`config.mk`:
```
export PLATFORM = sky130hd
export DESIGN_NAME = atari_scan_doubler_flat
export DESIGN_NICKNAME = d
export VERILOG_FILES = /design/src/rtl/atari_scan_doubler_if.sv /design/src/rtl/atari_scan_doubler.sv /design/src/flat_wrapper.sv
export SDC_FILE = /design/constraint.sdc
export NUM_CORES = 2
export LEC_CHECK = 0
export BUFFER_PORTS_ARGS = -buffer_cell sky130_fd_sc_hd__buf_2
export CORE_MARGIN = 5
export CORE_UTILIZATION = 40
export CTS_CLUSTER_SIZE = 14
export DETAILED_ROUTE_END_ITERATION = 7
export HOLD_SLACK_MARGIN = 0.06
export PLACE_DENSITY = 0.52
export SETUP_SLACK_MARGIN = 0.02
export SYNTH_ARGS = -nofsm -noshare
export SYNTH_HDL_FRONTEND = slang
export SYNTH_SLANG_ARGS = --single-unit
```
`constraint.sdc`:
```
create_clock -name CLOCKVGA -period 5.6 [get_ports CLOCKVGA]
set_clock_uncertainty 0.1 [all_clocks]
set_input_delay 1.12 -clock CLOCKVGA [delete_from_list [all_inputs] [get_ports CLOCKVGA]]
set_output_delay 1.12 -clock CLOCKVGA [all_outputs]
set_load 0.05 [all_outputs]
```
`src/rtl/atari_scan_doubler_if.sv`:
```
// Video bundle between the TIA-rate source and the scan doubler.
// The source drives the pixel side; the doubler drives the VGA side.
interface atari_scan_doubler_if;
    logic       PIX_CE;
    logic [7:0] COLORIN;
    logic       HSYNC_in;
    logic       HBLANK_in;
    logic       VSYNC_in;
    logic       VBLANK_in;
    logic [7:0] VGA_COLOR;
    logic       VGA_HSYNC;
    logic       VGA_VSYNC;
    logic       VGA_BLANK;
    logic       LOCKED;

    modport master (
        output PIX_CE, COLORIN, HSYNC_in,
        output HBLANK_in, VSYNC_in, VBLANK_in,
        input  VGA_COLOR, VGA_HSYNC, VGA_VSYNC,
        input  VGA_BLANK, LOCKED
    );

    modport slave (
        input  PIX_CE, COLORIN, HSYNC_in,
        input  HBLANK_in, VSYNC_in, VBLANK_in,
        output VGA_COLOR, VGA_HSYNC, VGA_VSYNC,
        output VGA_BLANK, LOCKED
    );
endinterface

```
`src/rtl/atari_scan_doubler.sv`:
```
// Line doubler: buffers each TIA line in a ping-pong RAM and
// replays it twice at the 2x clock as a VGA-style stream.
module atari_scan_doubler #(
    parameter int LINE_PIXELS = 160,
    parameter int HTOTAL      = 228,
    parameter int HSTART      = 68,
    parameter int HSYNC_LEN   = 16
) (
    input logic CLOCKVGA,
    input logic RES_n,
    atari_scan_doubler_if.slave vid
);
    localparam logic [7:0] LP      = 8'(LINE_PIXELS);
    localparam logic [7:0] OX_LAST = 8'(HTOTAL - 1);
    localparam logic [7:0] HS0     = 8'(HSTART);
    localparam logic [7:0] HSL     = 8'(HSYNC_LEN);
    localparam logic [9:0] PER_OK  = 10'(2 * HTOTAL - 1);
    localparam logic [9:0] PER_MAX = '1;

    logic [7:0] line_mem [0:1][0:LINE_PIXELS-1];

    logic       wr_sel_q, wr_sel_d;
    logic [7:0] wr_x_q, wr_x_d;
    logic [7:0] rd_len_q, rd_len_d;
    logic [7:0] ox_q, ox_d;
    logic       half_q, half_d;
    logic       hs_prev_q, hs_prev_d;
    logic       vs_l_q, vs_l_d;
    logic       vb_l_q, vb_l_d;
    logic [9:0] period_q, period_d;
    logic       locked_q, locked_d;
    logic [7:0] color_q, color_d;
    logic       hsync_q, hsync_d;
    logic       vsync_q, vsync_d;
    logic       blank_q, blank_d;

    logic       line_start;
    logic       wr_en;
    logic [7:0] wr_x_base;
    logic [7:0] addr;
    logic [7:0] rd_idx;
    logic       vis;
    logic       pix_en;

    always_comb begin
        line_start = vid.PIX_CE & vid.HSYNC_in & ~hs_prev_q;
        hs_prev_d  = vid.PIX_CE ? vid.HSYNC_in : hs_prev_q;
        wr_sel_d   = line_start ? ~wr_sel_q : wr_sel_q;
        rd_len_d   = line_start ? wr_x_q : rd_len_q;
        vs_l_d     = line_start ? vid.VSYNC_in : vs_l_q;
        vb_l_d     = line_start ? vid.VBLANK_in : vb_l_q;

        // a pixel on the line-start clock lands at index 0 of the new buffer
        wr_x_base = line_start ? 8'd0 : wr_x_q;
        wr_en     = RES_n & vid.PIX_CE & ~vid.HBLANK_in
                  & (wr_x_base < LP);
        wr_x_d    = wr_en ? wr_x_base + 8'd1 : wr_x_base;

        ox_d   = ox_q + 8'd1;
        half_d = half_q;
        if (line_start) begin
            ox_d   = 8'd0;
            half_d = 1'b0;
        end else if (ox_q == OX_LAST) begin
            ox_d   = 8'd0;
            half_d = ~half_q;
        end

        period_d = (period_q == PER_MAX) ? period_q
                                         : period_q + 10'd1;
        locked_d = (period_q == PER_MAX) ? 1'b0 : locked_q;
        if (line_start) begin
            period_d = 10'd0;
            locked_d = (period_q == PER_OK);
        end

        addr    = ox_q - HS0;
        vis     = (ox_q >= HS0) & (addr < LP) & ~vb_l_q;
        pix_en  = vis & (addr < rd_len_q);
        rd_idx  = pix_en ? addr : 8'd0;
        hsync_d = (ox_q < HSL);
        vsync_d = vs_l_q;
        blank_d = ~vis;
        color_d = pix_en ? line_mem[~wr_sel_q][rd_idx] : 8'd0;
    end

    always_ff @(posedge CLOCKVGA) begin
        if (!RES_n) begin
            wr_sel_q  <= 1'b0;
            wr_x_q    <= 8'd0;
            rd_len_q  <= 8'd0;
            ox_q      <= 8'd0;
            half_q    <= 1'b0;
            hs_prev_q <= 1'b0;
            vs_l_q    <= 1'b0;
            // keeps the first post-reset line fully blank
            vb_l_q    <= 1'b1;
            period_q  <= 10'd0;
            locked_q  <= 1'b0;
            color_q   <= 8'd0;
            hsync_q   <= 1'b0;
            vsync_q   <= 1'b0;
            blank_q   <= 1'b1;
        end else begin
            wr_sel_q  <= wr_sel_d;
            wr_x_q    <= wr_x_d;
            rd_len_q  <= rd_len_d;
            ox_q      <= ox_d;
            half_q    <= half_d;
            hs_prev_q <= hs_prev_d;
            vs_l_q    <= vs_l_d;
            vb_l_q    <= vb_l_d;
            period_q  <= period_d;
            locked_q  <= locked_d;
            color_q   <= color_d;
            hsync_q   <= hsync_d;
            vsync_q   <= vsync_d;
            blank_q   <= blank_d;
        end
    end

    always_ff @(posedge CLOCKVGA) begin
        if (wr_en) line_mem[wr_sel_d][wr_x_base] <= vid.COLORIN;
    end

    assign vid.VGA_COLOR = color_q;
    assign vid.VGA_HSYNC = hsync_q;
    assign vid.VGA_VSYNC = vsync_q;
    assign vid.VGA_BLANK = blank_q;
    assign vid.LOCKED    = locked_q;
endmodule

```
`src/flat_wrapper.sv`:
```
// flat-port wrapper written by rule: the top's interface ports become plain ports
module atari_scan_doubler_flat 
#(
    parameter int LINE_PIXELS = 160,
    parameter int HTOTAL      = 228,
    parameter int HSTART      = 68,
    parameter int HSYNC_LEN   = 16
)
  (CLOCKVGA, RES_n, vid_PIX_CE, vid_COLORIN, vid_HSYNC_in, vid_HBLANK_in, vid_VSYNC_in, vid_VBLANK_in, vid_VGA_COLOR, vid_VGA_HSYNC, vid_VGA_VSYNC, vid_VGA_BLANK, vid_LOCKED);
  atari_scan_doubler_if vid_i ();
  input logic CLOCKVGA;
  input logic RES_n;
  input wire logic [$bits(vid_i.PIX_CE)-1:0] vid_PIX_CE;
  input wire logic [$bits(vid_i.COLORIN)-1:0] vid_COLORIN;
  input wire logic [$bits(vid_i.HSYNC_in)-1:0] vid_HSYNC_in;
  input wire logic [$bits(vid_i.HBLANK_in)-1:0] vid_HBLANK_in;
  input wire logic [$bits(vid_i.VSYNC_in)-1:0] vid_VSYNC_in;
  input wire logic [$bits(vid_i.VBLANK_in)-1:0] vid_VBLANK_in;
  output wire logic [$bits(vid_i.VGA_COLOR)-1:0] vid_VGA_COLOR;
  output wire logic [$bits(vid_i.VGA_HSYNC)-1:0] vid_VGA_HSYNC;
  output wire logic [$bits(vid_i.VGA_VSYNC)-1:0] vid_VGA_VSYNC;
  output wire logic [$bits(vid_i.VGA_BLANK)-1:0] vid_VGA_BLANK;
  output wire logic [$bits(vid_i.LOCKED)-1:0] vid_LOCKED;
  assign vid_i.PIX_CE = vid_PIX_CE;
  assign vid_i.COLORIN = vid_COLORIN;
  assign vid_i.HSYNC_in = vid_HSYNC_in;
  assign vid_i.HBLANK_in = vid_HBLANK_in;
  assign vid_i.VSYNC_in = vid_VSYNC_in;
  assign vid_i.VBLANK_in = vid_VBLANK_in;
  assign vid_VGA_COLOR = vid_i.VGA_COLOR;
  assign vid_VGA_HSYNC = vid_i.VGA_HSYNC;
  assign vid_VGA_VSYNC = vid_i.VGA_VSYNC;
  assign vid_VGA_BLANK = vid_i.VGA_BLANK;
  assign vid_LOCKED = vid_i.LOCKED;
  atari_scan_doubler #(.LINE_PIXELS(LINE_PIXELS), .HTOTAL(HTOTAL), .HSTART(HSTART), .HSYNC_LEN(HSYNC_LEN)) u_core (.CLOCKVGA(CLOCKVGA), .RES_n(RES_n), .vid(vid_i));
endmodule
```
==> qor.csv <==
stage,metric,value,unit
timing,timing.final.crit_share,0.971,
critical_path,crit_chain,"nor3_2, xnor2_4, inv_2, ha_1, a21o_1, a211oi_1, o311ai_2, nor2_4, buf_12, buf_12, buf_4, mux4_2, nor2_1, or4_1, a21oi_1, o211ai_1, nand4_1",
layout,finalNetCount,5854,
clock_tree,cts.sinks,2610,
clock_tree,cts_buffers,294,
logic_synthesis,synth_seq_cells,2610,
logic_synthesis,yosys_warnings,0,
route,firstDrtPassIters,7,
clock_tree,h-tree-depth,5,
timing,totalNegativeSetupSlack,0,ps
route,drt-initial-drc-count,6617,
layout,final_cell_mix,"2,560 x edfxtp_1, 523 x mux4_2, 466 x nor2_1, 397 x nand2_1, 323 x buf_4",
clock_tree,cts_tree,done,
timing,min_period,5440,ps
grt,grt.overflow.total,0,
logic_synthesis,synth_cells,5437,
route,postRouteAntennaNets,0,
clock_tree,root_buffer,clkbuf_16,
timing,tightest_slew,1390,ps
critical_path,crit_top_cell,buf_12,
clock_tree,clk_pin_slew_worst_paths,60,ps
route,drc,0,
critical_path,critPathMaxStageDelay,620,ps
critical_path,cp_num_buf_inv,4,
die,chipHeight,515,um
grt,grt_max_degree,176,
power,power.leakage,36.3,nW
outcome,status,"complete, no violations",
timing,drv_slew,0,
logic_synthesis,synthFlopType,edfxtp_1,
job,cap_violations,0,
die,rows,185,
route,finalWirelength,312,mm
die,start_util,0.401,
die,die_area,265000,sq um
logic_synthesis,async_flop_share,0,
route,dr_total_vias,55600,
grt,grt_usage,0.232,
critical_path,cp_data_arrival_time,6190,ps
place,gp_congestion,0.910,
timing,whs,336,ps
timing,hold_viol,0,
logic_synthesis,synth_area,102000,sq um
die,ioPinCount,27,
grt,first_global_vias,55100,
logic_synthesis,synth_edf_count,2560,
critical_path,cp-start-kind,register,
route,wire_per_inst,33.3,um
worst_hold_path,hold_path.class,in -> reg,
logic_synthesis,ys_seq_area_frac,0.764,
route,vias_per_cell,5.92,
place,place_hpwl,199,mm
layout,layout_commonest_cell,edfxtp_1,
grt,grt_pass1_wl,436,mm
clock_tree,clock_latency,930,ps
grt,antenna_found_initial,13,
critical_path,slowest_stage,or4_1,
timing,clock.fmax,0.184,GHz
clock_tree,cts_buffer_depth,4,
die,core,254000,sq um
power,worst_ir_drop_vdd,0.349,mV
die,die_x,515,um
logic_synthesis,synth_area_per_cell,18.7,sq um
timing,max-slew-margin-rel,0.0683,
critical_path,worstPathRequired,6360,ps
timing,setup_violations,0,
layout,drive_gt1_frac,0.230,
layout,area_growth,15.1,%
critical_path,path_class,reg -> reg,
critical_path,worstPathMaxFanout,24,
timing,rsz0062_at_grt,no,
logic_synthesis,synth.distinct_cells,81,
critical_path,critPathCaptureType,register,
logic_synthesis,synth_nets,5469,
place,io_buffers,26,
power,powerDensity,350,nW/um^2
critical_path,crit_family,compound AO/OA/AOI/OAI gates,
## metal layers
layer | GRT usage | up-vias | routed length [um]
li1 | - | 22800 | -
met1 | 0.329 | 29700 | 131000
met2 | 0.357 | 2488 | 144000
met3 | 0.0480 | 516 | 25500
met4 | 0.0816 | 8 | 11900
met5 | 0 | - | 50
## report_power, final
group          switching [mW]  total (mW)  internal [mW]
Clock                    7.54        18.1           10.6
Sequential             0.0194        21.5           21.4
Combinational           0.949        1.46          0.513
Total                    8.51        41.0           32.5
## cells in the mapped netlist, drive strengths merged, types with 46 or more instances
cell / number / share of area
a22oi: 46 / 0.0034
and3: 51 / 0.0031
nand2: 400 / 0.015
nand3: 183 / 0.0090
o21ai: 67 / 0.0033
mux2i: 73 / 0.0072
nor3: 62 / 0.0033
o22ai: 81 / 0.0050
dfxtp: 50 / 0.0098
clkbuf: 114 / 0.0042
a21oi: 96 / 0.0048
a31oi: 71 / 0.0044
edfxtp: 2560 / 0.75
nor2: 477 / 0.018
nand4: 54 / 0.0033
mux4: 523 / 0.12
buf: 200 / 0.011
## worst paths after layout
kind | cells after the start | startpoint | slack, ps | to
setup reg to reg | 17 | u_core.ox_q[4]$_SDFF_PP0_ | 160 | u_core.vid.VGA_COLOR[7]$_SDFF_PN0_
hold / removal | 3 | vid_VSYNC_in | 340 | u_core.vs_l_q$_SDFFE_PN0P_
setup / recovery | 17 | u_core.ox_q[4]$_SDFF_PP0_ | 160 | u_core.vid.VGA_COLOR[7]$_SDFF_PN0_
hold reg to reg | 2 | u_core.vs_l_q$_SDFFE_PN0P_ | 370 | u_core.vs_l_q$_SDFFE_PN0P_
## state kept, by name (all words and copies together), names as in the netlist
signal	cells
u_core.vs_l_q	1
u_core.rd_len_q	8
u_core.vb_l_q	1
u_core.ox_q	8
u_core.hs_prev_q	1
u_core.period_q	10
u_core.vid.VGA_COLOR	8
u_core.vid.VGA_VSYNC	1
u_core.vid.LOCKED	1
u_core.wr_sel_q	1
u_core.vid.VGA_HSYNC	1
u_core.vid.VGA_BLANK	1
u_core.line_mem	2560
u_core.wr_x_q	8
## kinds of logic after synthesis
kind of cell	synth area share
compound gates	0.0340
xor+xnor	0.00215
buf+inv	0.0158
fa+ha+maj	0.00209
simple gates	0.0576
mux	0.124
flops	0.764
## tightest hold or removal path, stage by stage
cell and delay (ps):
buf_2 90, nand2_1 40, a21boi_0 60
## stage by stage
step                utilization  setup WS [ps]  area (sq um)  cells  total power, mW
floorplan                     -            781        102000   5437             22.6
global placement          0.427           -239        108000   8888             23.3
detailed placement        0.427          -23.1        108000   8888             23.4
CTS                       0.461           31.9        117000   9379             41.4
global route              0.462           54.4        117000   9385             42.3
finish                    0.462            163        117000   9386             41.0
## cell type report
| type | instances | area (sq um) |
|---|---|---|
| timing repair buffer | 403 | 3680 |
| sequential | 2610 | 77900 |
| antenna | 3 | 7.51 |
| tap | 3366 | 4210 |
| clock buffer | 361 | 7770 |
| fill | 21400 | 137000 |
| multi-input combinational | 2493 | 22600 |
| inverter | 20 | 82.6 |
| clock inverter | 130 | 1070 |
## repair_timing
action | in CTS | in global routing
cloned | 0 | 2
hold buffers | 0 | 0
hold endpoints to repair | 0 | 0
setup buffers | 0 | 2
setup endpoints to repair | 3 | 8
pin swaps | 0 | 4
resized for setup | 5 | 27
Power figures use the tool's default switching activity.
